### src/rtl/dmem_arbiter_pkg.sv
// Shared encodings and defaults for the D-MEM arbiter (CPU MEM stage vs DMA/loader).
package dmem_arbiter_pkg;

    localparam int unsigned DMEMADDRBITS_DEF = 16;
    localparam int unsigned DMEMWORDBITS_DEF = 2;

    typedef enum logic [1:0] {
        OWN_NONE = 2'd0,
        OWN_CPU  = 2'd1,
        OWN_DMA  = 2'd2
    } owner_e;

    typedef enum logic {
        ST_IDLE  = 1'b0,
        ST_BURST = 1'b1
    } arb_state_e;

    // Width of a counter that must hold 0..max_val (never narrower than one bit).
    function automatic int unsigned cnt_width(input int unsigned max_val);
        return (max_val < 1) ? 1 : $clog2(max_val + 1);
    endfunction

endpackage

### src/rtl/dmem_arb_starve_ctr.sv
// Saturating DMA wait counter: counts DMA-waiting cycles, clears on a DMA grant.
module dmem_arb_starve_ctr
    import dmem_arbiter_pkg::*;
#(
    parameter int unsigned LIMIT = 4,
    parameter int unsigned CW    = cnt_width(LIMIT)
) (
    input  logic clk,
    input  logic reset,
    input  logic inc,
    input  logic clr,
    output logic sat
);

    logic [CW-1:0] wait_cnt_q;
    logic [CW-1:0] wait_cnt_d;

    always_comb begin
        wait_cnt_d = wait_cnt_q;
        if (clr) begin
            wait_cnt_d = '0;
        end else if (inc && (wait_cnt_q != CW'(LIMIT))) begin
            wait_cnt_d = wait_cnt_q + CW'(1);
        end
    end

    always_ff @(posedge clk) begin
        if (reset) begin
            wait_cnt_q <= '0;
        end else begin
            wait_cnt_q <= wait_cnt_d;
        end
    end

    assign sat = (wait_cnt_q == CW'(LIMIT));

endmodule

### src/rtl/dmem_arbiter.sv
// Single-port D-MEM arbiter: CPU default priority, starvation bound and DMA burst lock.
// Optional performance counters enabled with `define DMEM_ARB_PERF_EN.
module dmem_arbiter
    import dmem_arbiter_pkg::*;
#(
    parameter int unsigned DBITS        = 32,
    parameter int unsigned DMEMADDRBITS = DMEMADDRBITS_DEF,
    parameter int unsigned DMEMWORDBITS = DMEMWORDBITS_DEF,
    parameter int unsigned STARVE_LIMIT = 4,
    parameter int unsigned BURST_MAX    = 8
) (
    input  logic                                 clk,
    input  logic                                 reset,
    input  logic                                 cpu_req,
    input  logic                                 cpu_we,
    input  logic [DBITS-1:0]                     cpu_addr,
    input  logic [DBITS-1:0]                     cpu_wdata,
    output logic                                 cpu_gnt,
    output logic                                 cpu_stall,
    output logic                                 cpu_rvalid,
    output logic [DBITS-1:0]                     cpu_rdata,
    input  logic                                 dma_req,
    input  logic                                 dma_we,
    input  logic [DBITS-1:0]                     dma_addr,
    input  logic [DBITS-1:0]                     dma_wdata,
    input  logic                                 dma_lock,
    output logic                                 dma_gnt,
    output logic                                 dma_rvalid,
    output logic [DBITS-1:0]                     dma_rdata,
    output logic                                 mem_en,
    output logic                                 mem_we,
    output logic [DMEMADDRBITS-DMEMWORDBITS-1:0] mem_addr,
    output logic [DBITS-1:0]                     mem_wdata,
    input  logic [DBITS-1:0]                     mem_rdata
`ifdef DMEM_ARB_PERF_EN
    ,
    output logic [31:0]                          perf_cpu_stall,
    output logic [31:0]                          perf_dma_xfer
`endif
);

    localparam int unsigned BW = cnt_width(BURST_MAX);

    arb_state_e    state_q,     state_d;
    logic [BW-1:0] burst_cnt_q, burst_cnt_d;
    logic [BW-1:0] burst_inc;
    logic          cpu_first_q, cpu_first_d;
    owner_e        rd_owner_q,  rd_owner_d;
    logic          wait_sat;
    logic          unused_addr_bits;

    dmem_arb_starve_ctr #(
        .LIMIT (STARVE_LIMIT)
    ) u_starve (
        .clk   (clk),
        .reset (reset),
        .inc   (dma_req && !dma_gnt),
        .clr   (dma_gnt),
        .sat   (wait_sat)
    );

    // Grant selection; nothing is granted while reset is asserted.
    always_comb begin
        cpu_gnt = 1'b0;
        dma_gnt = 1'b0;
        if (!reset) begin
            if (state_q == ST_BURST) begin
                dma_gnt = dma_req;
            end else if (cpu_req && dma_req) begin
                if (wait_sat && !cpu_first_q) dma_gnt = 1'b1;
                else                          cpu_gnt = 1'b1;
            end else begin
                cpu_gnt = cpu_req;
                dma_gnt = dma_req;
            end
        end
    end

    assign burst_inc = burst_cnt_q + BW'(1);

    // Burst FSM, post-burst CPU preference and read-owner tag.
    always_comb begin
        state_d     = state_q;
        burst_cnt_d = burst_cnt_q;
        cpu_first_d = cpu_first_q;
        rd_owner_d  = OWN_NONE;
        if (cpu_gnt && !cpu_we)      rd_owner_d = OWN_CPU;
        else if (dma_gnt && !dma_we) rd_owner_d = OWN_DMA;
        case (state_q)
            ST_IDLE: begin
                if (cpu_req && dma_req) cpu_first_d = 1'b0;
                if (dma_gnt && dma_lock) begin
                    state_d     = ST_BURST;
                    burst_cnt_d = BW'(1);
                end
            end
            ST_BURST: begin
                if (dma_gnt) burst_cnt_d = burst_inc;
                if (dma_gnt && (burst_inc == BW'(BURST_MAX))) begin
                    state_d     = ST_IDLE;
                    burst_cnt_d = '0;
                    cpu_first_d = 1'b1;
                end else if (!dma_lock) begin
                    state_d     = ST_IDLE;
                    burst_cnt_d = '0;
                end
            end
            default: state_d = ST_IDLE;
        endcase
    end

    always_ff @(posedge clk) begin
        if (reset) begin
            state_q     <= ST_IDLE;
            burst_cnt_q <= '0;
            cpu_first_q <= 1'b0;
            rd_owner_q  <= OWN_NONE;
        end else begin
            state_q     <= state_d;
            burst_cnt_q <= burst_cnt_d;
            cpu_first_q <= cpu_first_d;
            rd_owner_q  <= rd_owner_d;
        end
    end

    assign cpu_stall  = cpu_req && !cpu_gnt;
    assign mem_en     = cpu_gnt || dma_gnt;
    assign mem_we     = (cpu_gnt && cpu_we) || (dma_gnt && dma_we);
    assign mem_addr   = dma_gnt ? dma_addr[DMEMADDRBITS-1:DMEMWORDBITS]
                                : cpu_addr[DMEMADDRBITS-1:DMEMWORDBITS];
    assign mem_wdata  = dma_gnt ? dma_wdata : cpu_wdata;

    // A response whose return cycle overlaps reset is dropped.
    assign cpu_rvalid = (rd_owner_q == OWN_CPU) && !reset;
    assign dma_rvalid = (rd_owner_q == OWN_DMA) && !reset;
    assign cpu_rdata  = mem_rdata;
    assign dma_rdata  = mem_rdata;

    assign unused_addr_bits = ^{cpu_addr[DBITS-1:DMEMADDRBITS], cpu_addr[DMEMWORDBITS-1:0],
                                dma_addr[DBITS-1:DMEMADDRBITS], dma_addr[DMEMWORDBITS-1:0]};

`ifdef DMEM_ARB_PERF_EN
    logic [31:0] perf_cpu_stall_q, perf_cpu_stall_d;
    logic [31:0] perf_dma_xfer_q,  perf_dma_xfer_d;

    always_comb begin
        perf_cpu_stall_d = perf_cpu_stall_q + 32'(cpu_stall);
        perf_dma_xfer_d  = perf_dma_xfer_q  + 32'(dma_gnt);
    end

    always_ff @(posedge clk) begin
        if (reset) begin
            perf_cpu_stall_q <= '0;
            perf_dma_xfer_q  <= '0;
        end else begin
            perf_cpu_stall_q <= perf_cpu_stall_d;
            perf_dma_xfer_q  <= perf_dma_xfer_d;
        end
    end

    assign perf_cpu_stall = perf_cpu_stall_q;
    assign perf_dma_xfer  = perf_dma_xfer_q;
`endif

endmodule

### config.mk
export PLATFORM = sky130hd
export DESIGN_NAME = dmem_arbiter
export DESIGN_NICKNAME = d
export VERILOG_FILES = /design/src/rtl/dmem_arbiter_pkg.sv /design/src/rtl/dmem_arb_starve_ctr.sv /design/src/rtl/dmem_arbiter.sv
export SDC_FILE = /design/constraint.sdc
export NUM_CORES = 1
export LEC_CHECK = 0
export BUFFER_PORTS_ARGS = -buffer_cell sky130_fd_sc_hd__buf_2
export CORE_AREA = 3 3 108 110
export DETAILED_ROUTE_END_ITERATION = 8
export DIE_AREA = 0 0 111 113
export PLACE_DENSITY_LB_ADDON = 0.25
export SYNTH_ARGS = -nofsm -noshare
export SYNTH_HDL_FRONTEND = slang
export SYNTH_SLANG_ARGS = --single-unit
### constraint.sdc
create_clock -name clk -period 3.4 [get_ports clk]
set_clock_uncertainty 0.1 [all_clocks]
set_input_delay 0.17 -clock clk [delete_from_list [all_inputs] [get_ports clk]]
set_output_delay 0.17 -clock clk [all_outputs]
set_load 0.01 [all_outputs]
After elaboration in Yosys (flattened, before gate mapping)
Index checks and enable logic that the tools add are counted.
{"block": "op_classes", "muxes": 24, "div": 0, "order_cmp": 0, "n_mul": 0, "add_sub_neg": 2, "bitwise": 1, "n_eq_ne": 9, "reduce_logical": 25, "shifts": 0}
{"cell": "32-bit two-way mux", "count": 1}
{"cell": "4-bit two-way mux", "count": 4}
{"cell": "1-bit two-way mux", "count": 14}
{"cell": "14-bit two-way mux", "count": 1}
{"cell": "1-bit logical AND", "count": 13}
{"cell": "4-bit case mux with 2 select lines", "count": 1}
{"cell": "1-bit zero test", "count": 6}
{"cell": "4-bit by 1-bit adder with 4-bit output, second input constant", "count": 1}
{"cell": "4-bit equality test, second input constant", "count": 1}
{"cell": "2-bit != test, second input constant", "count": 2}
{"cell": "4-bit by 3-bit != test with 1-bit output, second input constant", "count": 1}
{"cell": "1-bit case mux with 2 select lines", "count": 2}
{"cell": "2-bit AND reduction", "count": 2}
{"cell": "2-bit OR reduction", "count": 2}
{"cell": "3-bit by 1-bit adder with 3-bit output, second input constant", "count": 1}
{"cell": "3-bit equality test, second input constant", "count": 1}
{"cell": "3-bit != test, second input constant", "count": 1}
{"cell": "2-bit by 1-bit equality test with 1-bit output, second input constant", "count": 1}
{"cell": "2-bit equality test, second input constant", "count": 1}
{"cell": "1-bit logical OR", "count": 2}
{"cell": "2-bit two-way mux", "count": 1}
{"cell": "2-bit by 1-bit != test with 1-bit output, second input constant", "count": 1}
{"cell": "1-bit NOT", "count": 1}
{"block": "word_totals", "elab_cells": 67, "latchBits": 0, "memories": 0, "mem_bits_rw": 0, "register_bits": 11, "output_inout_bits": 117, "rom_bits": 0, "input_bits": 167}

Logic depth before layout (Yosys ltp)
Gate-level depths: netlist (run 1).
{"block": "logic_depth", "ltp_word": 10, "ltp_mapped": 8, "mapped_depth_nobuf": 6}

Modules after synthesis
From an unflattened synthesis (run 1), not the netlist that was laid out.
{"block": "hier_totals", "cells_unflattened": 289, "area_unflattened_um2": 1732.9}
{"module": "dmem_arbiter", "seq_area_each_um2": 160.2, "area_each_um2": 1545.2, "cells_per_inst": 271, "instances": 1}
{"module": "dmem_arb_starve_ctr", "seq_area_each_um2": 60.1, "area_each_um2": 187.7, "cells_per_inst": 18, "instances": 1}

Worst setup path after synthesis (run 1)
Ideal clock, no wire load.
{"block": "synth_path", "path_kind": "register to output", "from": "register u_starve.wait_cnt_q[0]", "to": "output mem_wdata[10]", "required_ns": 3.130, "path_slack_ns": 1.503, "t_arrival_ns": 1.627, "stages_incl_launch_ff": 9, "path_cell_list": "dfxtp_1 > inv_1 > ha_1 > and3b_1 > o21ai_2 > nor2_2 > buf_6 > buf_6 > mux2_4"}
{"block": "synth_via", "elab_chain_cells": 7}
{"item": "start, declared", "line_no": "dmem_arb_starve_ctr.sv:15", "source": "logic [CW-1:0] wait_cnt_q;"}
{"item": "start signal, assigned", "line_no": "dmem_arb_starve_ctr.sv:31", "source": "wait_cnt_q <= wait_cnt_d;"}
{"item": "3-bit equality test", "line_no": "dmem_arb_starve_ctr.sv:35", "source": "assign sat = (wait_cnt_q == CW'(LIMIT));"}
{"item": "1-bit logical AND", "line_no": "dmem_arbiter.sv:70", "source": "if (wait_sat && !cpu_first_q) dma_gnt = 1'b1;"}
{"item": "1-bit two-way mux", "line_no": "dmem_arbiter.sv:70"}
{"item": "1-bit two-way mux", "line_no": "dmem_arbiter.sv:69", "source": "end else if (cpu_req && dma_req) begin"}
{"item": "1-bit two-way mux", "line_no": "dmem_arbiter.sv:67", "source": "if (state_q == ST_BURST) begin"}
{"item": "1-bit two-way mux", "line_no": "dmem_arbiter.sv:66", "source": "if (!reset) begin"}
{"item": "32-bit two-way mux", "line_no": "dmem_arbiter.sv:131", "source": "assign mem_wdata = dma_gnt ? dma_wdata : cpu_wdata;"}
{"item": "end, declared", "line_no": "dmem_arbiter.sv:33", "source": "output logic [DBITS-1:0] mem_wdata,"}
No other way between the ends.

Worst setup path in the final report (run 1)
{"block": "layout_path", "from": "register u_starve.wait_cnt_q[0]", "to": "output mem_wdata[31]"}
Same word-level chain as after synthesis.

==> impl_metrics.csv, run 1 <==
group,metric,value,unit
logic_synthesis,syn-num-nets,369,
global_routing,grt_max_degree,49,
route,wire_per_inst,18.03,um
die,dieHeight,113,um
route,antenna_left,0,
worst_setup_path,reg2regPathDepth,6,
worst_setup_path,endpoint_kind,"output port",
clock_network,clockBufferDepth,2,
final_layout,stdcell_area,2275,um^2
worst_setup_path,timing.rr.start,"u_starve.wait_cnt_q[0]",
worst_setup_path,path_max_fanout,48,
logic_synthesis,async_reset_ff_frac,0,
logic_synthesis,syn_inst,198,
timing,finalSetupViolCount,0,
clock_network,hold_buffers,1,
logic_synthesis,yosysWarnings,0,
route,num_vias,1707,
pwr,power_density,228.9,nW/um^2
global_routing,grt_pass1_wl,10770,um
logic_synthesis,yosys.cell_types.count,37,
pwr,leakage,1.151,nW
die,core-area,10790,um^2
status,status,"completed",
die,fp.dieArea,12540,um^2
clock_network,htree_levels,1,
worst_setup_path,slowest_stage,"buf_4",
global_routing,grt_util_all_layers,0.1138,
logic_synthesis,synth_area,1802,um^2
clock_network,clkLatencyLatePin,0.24,ns
clock_network,cts-buffers-inserted,3,
global_routing,antenna_found_initial,0,
die,initial_utilization,0.1669,
logic_synthesis,synth.area.top_cells,"buf_4, mux2_4, mux2_2",
final_layout,final_nets,456,
logic_synthesis,synth_enable_flop_cells,0,
worst_setup_path,crit_buf_inv,3,
worst_setup_path,rrSetupSlack,1.71,ns
hold_path,holdPathEnd,"cpu_first_q",
clock_network,cts-root-buf,"clkbuf_8",
pwr,ir_worst_vdd,227.9,uV
route,dr.pass1.iters,4,
clock_network,cts_tree,"yes",
timing,worst_slew_pin_slew,0.7092,ns
final_layout,post_route_cells_drive_above_1_share,0.7218,
worst_setup_path,path_class,"reg -> out",
timing,relSlewSlack,0.5272,
timing,timing.setup.tns,0,ns
clock_network,cts_resized,0,
final_layout,area_growth_syn_to_layout,26.25,%
timing,rsz0062_at_grt,"false",
logic_synthesis,yosys.area.top_type_share,0.2667,
worst_setup_path,start_kind,"register",
hold_path,hp-class,"in -> reg",
route,vias_per_cell,4.026,
route,wirelength,7645,um
timing,drv_slew,0,
route,drtIter0Drc,51,
die,ios,284,
logic_synthesis,syn_area_per_cell,9.100,um^2
clock_network,cts_sinks,11,
final_layout,nFillCells,1241,
final_layout,diodes,0,
logic_synthesis,synth-seq-cells,11,
route,drcViolationCount,0,
die,rows,38,
placed_design,port_buffers,151,
clock_network,post_cts_buffers,0,
hold_path,worstHoldPathCells,4,
die,die-width,111,um
worst_setup_path,arrival,2.41,ns
run,drv_cap,0,
global_routing,grt-ovfl-total,0,
logic_synthesis,yosysTopAreaCell,"buf_4",
worst_setup_path,r2r-end,"burst_cnt_q[3]",
timing,fmax,372.6,MHz
global_routing,grt_pass1_vias,1749,
timing,fin_crit,2.684,ns
timing,hold_slack,0.1760,ns
worst_setup_path,critPathTopFamily,"buffers and inverters",
timing,finalCritPeriodShare,0.7894,
hold_path,hold_start,"cpu_req",
logic_synthesis,ys.flop_type,"dfxtp_1",
placed_design,hpwlAfterDp,6669,um
timing,hold_viol_final,0,
placed_design,gp_congestion,0.8291,
worst_setup_path,crit_chain,"inv_1 -> ha_1 -> and3b_1 -> o21ai_2 -> nor2_4 -> buf_4 -> mux2_2 -> buf_2",
worst_setup_path,crit_required,3.13,ns
logic_synthesis,ys_seq_area_frac,0.1222,
placed_design,place_area,2208,um^2
worst_setup_path,slowest_delay,0.54,ns
clock_network,path_clk_slew,0.06,ns
-- metal layers --
layer,up-vias,global-route usage,part of all wire
met3,4,0.1396,0.27
met4,0,0.01970,0.0063
met1,741,0.1145,0.35
met2,160,0.1517,0.37
li1,802,-,-
met5,-,0,0
-- worst max-delay path by stage --
stage / depth (start not counted) / slack [ns] / startpoint / endpoint
2_1_floorplan: 8 / 1.50 / u_starve.wait_cnt_q[0] / mem_wdata[10]
3_3_place_gp: 8 / 0.99 / u_starve.wait_cnt_q[0] / mem_addr[7]
3_5_place_dp: 8 / 0.95 / u_starve.wait_cnt_q[0] / mem_wdata[31]
4_1_cts: 8 / 0.69 / u_starve.wait_cnt_q[0] / mem_wdata[31]
5_1_grt: 8 / 0.54 / u_starve.wait_cnt_q[0] / mem_wdata[31]
6_report: 8 / 0.72 / u_starve.wait_cnt_q[0] / mem_wdata[31]
-- per-stage QoR --
step             util  instances  total power (W)  setup WS (ns)
2_1_floorplan       -        198        0.0003357          1.503
6_report       0.2108        424        0.0005206         0.7160
3_5_place_dp   0.2046        418        0.0003880         0.9545
5_1_grt        0.2108        424        0.0005554         0.5367
3_3_place_gp   0.2046        418        0.0003872         0.9918
4_1_cts        0.2098        423        0.0005273         0.6891
-- report_power, final --
group	internal (W)	switching, W	total (W)
sequential	0.000133	0.00000430	0.000137
combinational	0.000129	0.000118	0.000248
clock	0.0000809	0.0000549	0.000136
total	0.000343	0.000178	0.000521
-- kinds of logic after synthesis --
kind of cell,Yosys count,synth area share
mux,48,0.3403
xor+xnor,1,0.004862
compound gates,24,0.09792
simple gates,32,0.09654
flops,11,0.1222
fa+ha+maj,4,0.02778
buf+inv,78,0.3104
-- flip-flops by register name, summed over array words and instances (netlist names) --
signal / cells
u_starve.wait_cnt_q: 3
state_q: 1
rd_owner_q: 2
burst_cnt_q: 4
cpu_first_q: 1
-- placed cells by master, fill, tap and decap left out, types with 2 or more instances in the layout --
cell type      count
nand3_1            3
a22o_1             2
inv_1              6
mux2_4            20
nand2_1            7
o21ai_0            2
a21boi_0           2
nor2b_1            2
ha_1               4
nor3_1             4
mux2i_1            2
dlygate4sd3_1      2
dfxtp_1           11
mux2_2            26
nor2_1             6
clkbuf_8           3
buf_2            151
a32o_1             2
nor3b_1            3
and4b_1            2
a21oi_1            6
o211ai_1           2
-- final cells by class --
cell class	count	area, um^2	area share
repair buffers	154	783.3	0.3443
well taps	140	175.2	0.07701
flip-flops and latches	11	220.2	0.09681
multi-input cells	109	1027	0.4516
clock buffers	3	41.29	0.01815
inverters	6	22.52	0.009901
clock inverters	1	5.005	0.002200
-- synthesized netlist by cell type, types with 2 or more instances --
master    count
nor3b_1       3
buf_4        64
nand2_1       7
o211ai_1      2
a32o_1        2
nand3_1       3
a21boi_0      2
nor2b_1       2
nor2_1        6
o21ai_0       2
buf_2         3
nor3_1        4
inv_1         6
mux2_2       26
and4b_1       2
mux2i_1       2
a22o_1        2
ha_1          4
dfxtp_1      11
a21oi_1       6
buf_6         3
mux2_4       20
clkbuf_1      2
-- worst reg2reg max path, delay by kind of cell (launching register included) --
kind,cells,cell delay [ns]
AO/OA/AOI/OAI,3,0.74
AND/OR/NAND/NOR,1,0.16
adder cells (fa/ha/maj),1,0.19
flip-flops,1,0.33
buffers and inverters,1,0.06
Power figures use the tool's default switching activity.
==> run 2: changes to the inputs <==
--- a/config.mk
+++ b/config.mk
@@ -6,9 +6,9 @@
 export NUM_CORES = 1
 export LEC_CHECK = 0
 export BUFFER_PORTS_ARGS = -buffer_cell sky130_fd_sc_hd__buf_2
-export CORE_AREA = 3 3 108 110
+export CORE_AREA = 3 3 110 112
 export DETAILED_ROUTE_END_ITERATION = 8
-export DIE_AREA = 0 0 111 113
+export DIE_AREA = 0 0 113 115
 export PLACE_DENSITY_LB_ADDON = 0.25
 export SYNTH_ARGS = -nofsm -noshare
 export SYNTH_HDL_FRONTEND = slang
==> constraint.sdc (replaced) <==
create_clock -name clk -period 2.2 [get_ports clk]
set_clock_uncertainty 0.1 [all_clocks]
set_input_delay 0.11 -clock clk [delete_from_list [all_inputs] [get_ports clk]]
set_output_delay 0.11 -clock clk [all_outputs]
set_load 0.01 [all_outputs]
==> run 2 against run 1 <==
Via count is 2.8% higher. Sequential power is 54% higher. Final cell count is 4.2% higher. Core utilization is 4.1 points higher. Non-clock buffer count is 15 higher. Critical endpoint is now mem_wdata[14]. Largest power group unchanged. Highest routed layer unchanged.
==> impl_metrics.csv, run 2 (synthesis results as in run 1) <==
group,metric,value,unit
worst_setup_path,start_kind,"register",
clock_network,htree_levels,1,
final_layout,layout_common_cells,"buf_2, buf_6, mux2_4",
final_layout,diodes,0,
route,drcViolationCount,0,
clock_network,cts_sinks,11,
global_routing,grt_pass1_wl,9597,um
route,wirelength,7246,um
die,ios,284,
timing,fin_crit,2.184,ns
worst_setup_path,slowest_delay,0.33,ns
final_layout,post-route-util,0.2517,
clock_network,clockBufferDepth,2,
timing,relSlewSlack,0.7296,
global_routing,grt_max_degree,15,
final_layout,stdcell_area,2849,um^2
worst_setup_path,crit_buf_inv,4,
clock_network,cts-root-buf,"clkbuf_16",
timing,rsz0062_at_grt,"true",
placed_design,hpwlAfterDp,5451,um
final_layout,area_growth_syn_to_layout,58.12,%
pwr,ir_worst_vdd,459.2,uV
final_layout,final_nets,471,
run,drv_cap,0,
die,rows,39,
clock_network,clkLatencyLatePin,0.24,ns
final_layout,largest_register,"burst_cnt_q",
hold_path,hp-class,"in -> reg",
worst_setup_path,crit_chain,"inv_2 -> ha_4 -> and3b_2 -> o21ai_4 -> nor2_4 -> buf_12 -> clkbuf_16 -> mux2_4 -> buf_6",
placed_design,place_area,2247,um^2
timing,worst_slew_pin_slew,0.4020,ns
pwr,power_density,369.0,nW/um^2
placed_design,port_buffers,151,
worst_setup_path,arrival,1.97,ns
die,core-area,11320,um^2
timing,fmax,458.0,MHz
route,wire_per_inst,16.39,um
die,initial_utilization,0.1592,
clock_network,path_clk_slew,0.04,ns
die,fp.dieArea,13000,um^2
global_routing,grt-ovfl-total,0,
placed_design,gp_congestion,0.7189,
pwr,power.total,0.001051,W
global_routing,grt_util_all_layers,0.09544,
status,status,"completed",
route,drtIter0Drc,72,
worst_setup_path,crit_required,1.99,ns
final_layout,post_route_cells_drive_above_1_share,0.7525,
route,num_vias,1754,
die,die-width,113,um
worst_setup_path,critPathTopFamily,"buffers and inverters",
final_layout,final_common_cell,"buf_2",
global_routing,antenna_found_initial,0,
clock_network,cts_tree,"yes",
route,dr.pass1.iters,4,
final_layout,largest_register_ffs,4,
route,antenna_left,0,
pwr,leakage,1.405,nW
clock_network,cts-buffers-inserted,3,
global_routing,grt_pass1_vias,1658,
worst_setup_path,endpoint_kind,"output port",
timing,hold_viol_final,0,
worst_setup_path,path_class,"reg -> out",
die,dieHeight,115,um
timing,finalCritPeriodShare,0.9926,
worst_setup_path,slowest_stage,"dfxtp_2",
worst_setup_path,path_max_fanout,4,
final_layout,top_regs,"burst_cnt_q x4, u_starve.wait_cnt_q x3, rd_owner_q x2",
timing,finalSetupViolCount,0,
route,vias_per_cell,3.968,
timing,drv_slew,0,
[run 2: cell count changes in the layout (fill, tap and decap cells not counted), sizes merged]
cell    previous run  this run
buf              152       165
clkbuf             3         6
clkinv             1         0
[run 2: worst paths after layout]
| kind | from | end | slack [ns] | depth (start not counted) |
|---|---|---|---|---|
| setup / recovery | u_starve.wait_cnt_q[1] | mem_wdata[14] | 0.02 | 9 |
| hold / removal | reset | burst_cnt_q[0] | 0.11 | 2 |
| setup reg to reg | u_starve.wait_cnt_q[0] | burst_cnt_q[3] | 0.41 | 8 |
| hold reg to reg | cpu_first_q | cpu_first_q | 0.41 | 2 |
[run 2: metrics by stage]
step,setup TNS [ns],setup slack (ns),hold slack [ns],cells
after global routing,-1.870,-0.06744,0.1201,442
after detailed placement,0,0.1565,0.1201,424
final,0,0.01636,0.1051,442
after global placement,0,0.1660,0.1201,424
after floorplan,0,0.3626,0.08238,198
after CTS,-0.1629,-0.02815,0.1049,438
[run 2: timing repair]
item,in CTS,in global routing
endpoints found under the hold margin,2,0
hold buffers,2,0
pin swaps,0,2
resized for setup,27,45
buffers inserted,5,2
setup endpoints to repair,47,46
gates cloned,3,2
[run 2: area by class of cell]
cell class / instances / area [um^2]
Inverter: 6 / 22.52
Clock buffer: 4 / 78.83
Fill cell: 1210 / 8472
Multi-Input combinational cell: 109 / 1101
Tap cell: 143 / 178.9
Sequential cell: 11 / 222.7
Timing Repair Buffer: 169 / 1245
[run 2: per-layer routing]
layer  wire (um)  GRT usage  up-vias  share of wire
li1            -          -      833              -
met1        2756     0.1118      795           0.38
met2        3719     0.1730      118           0.51
met3         721    0.03105        8           0.10
met4          48    0.01522        0         0.0066
met5           0          0        -              0
[run 2: report_power, final]
group | switching [W] | internal [W] | leakage (nW)
clock network | 0.0000929 | 0.000244 | 0.0382
registers | 0.00000452 | 0.000206 | 0.0902
logic | 0.000198 | 0.000306 | 1.28
total | 0.000295 | 0.000756 | 1.40
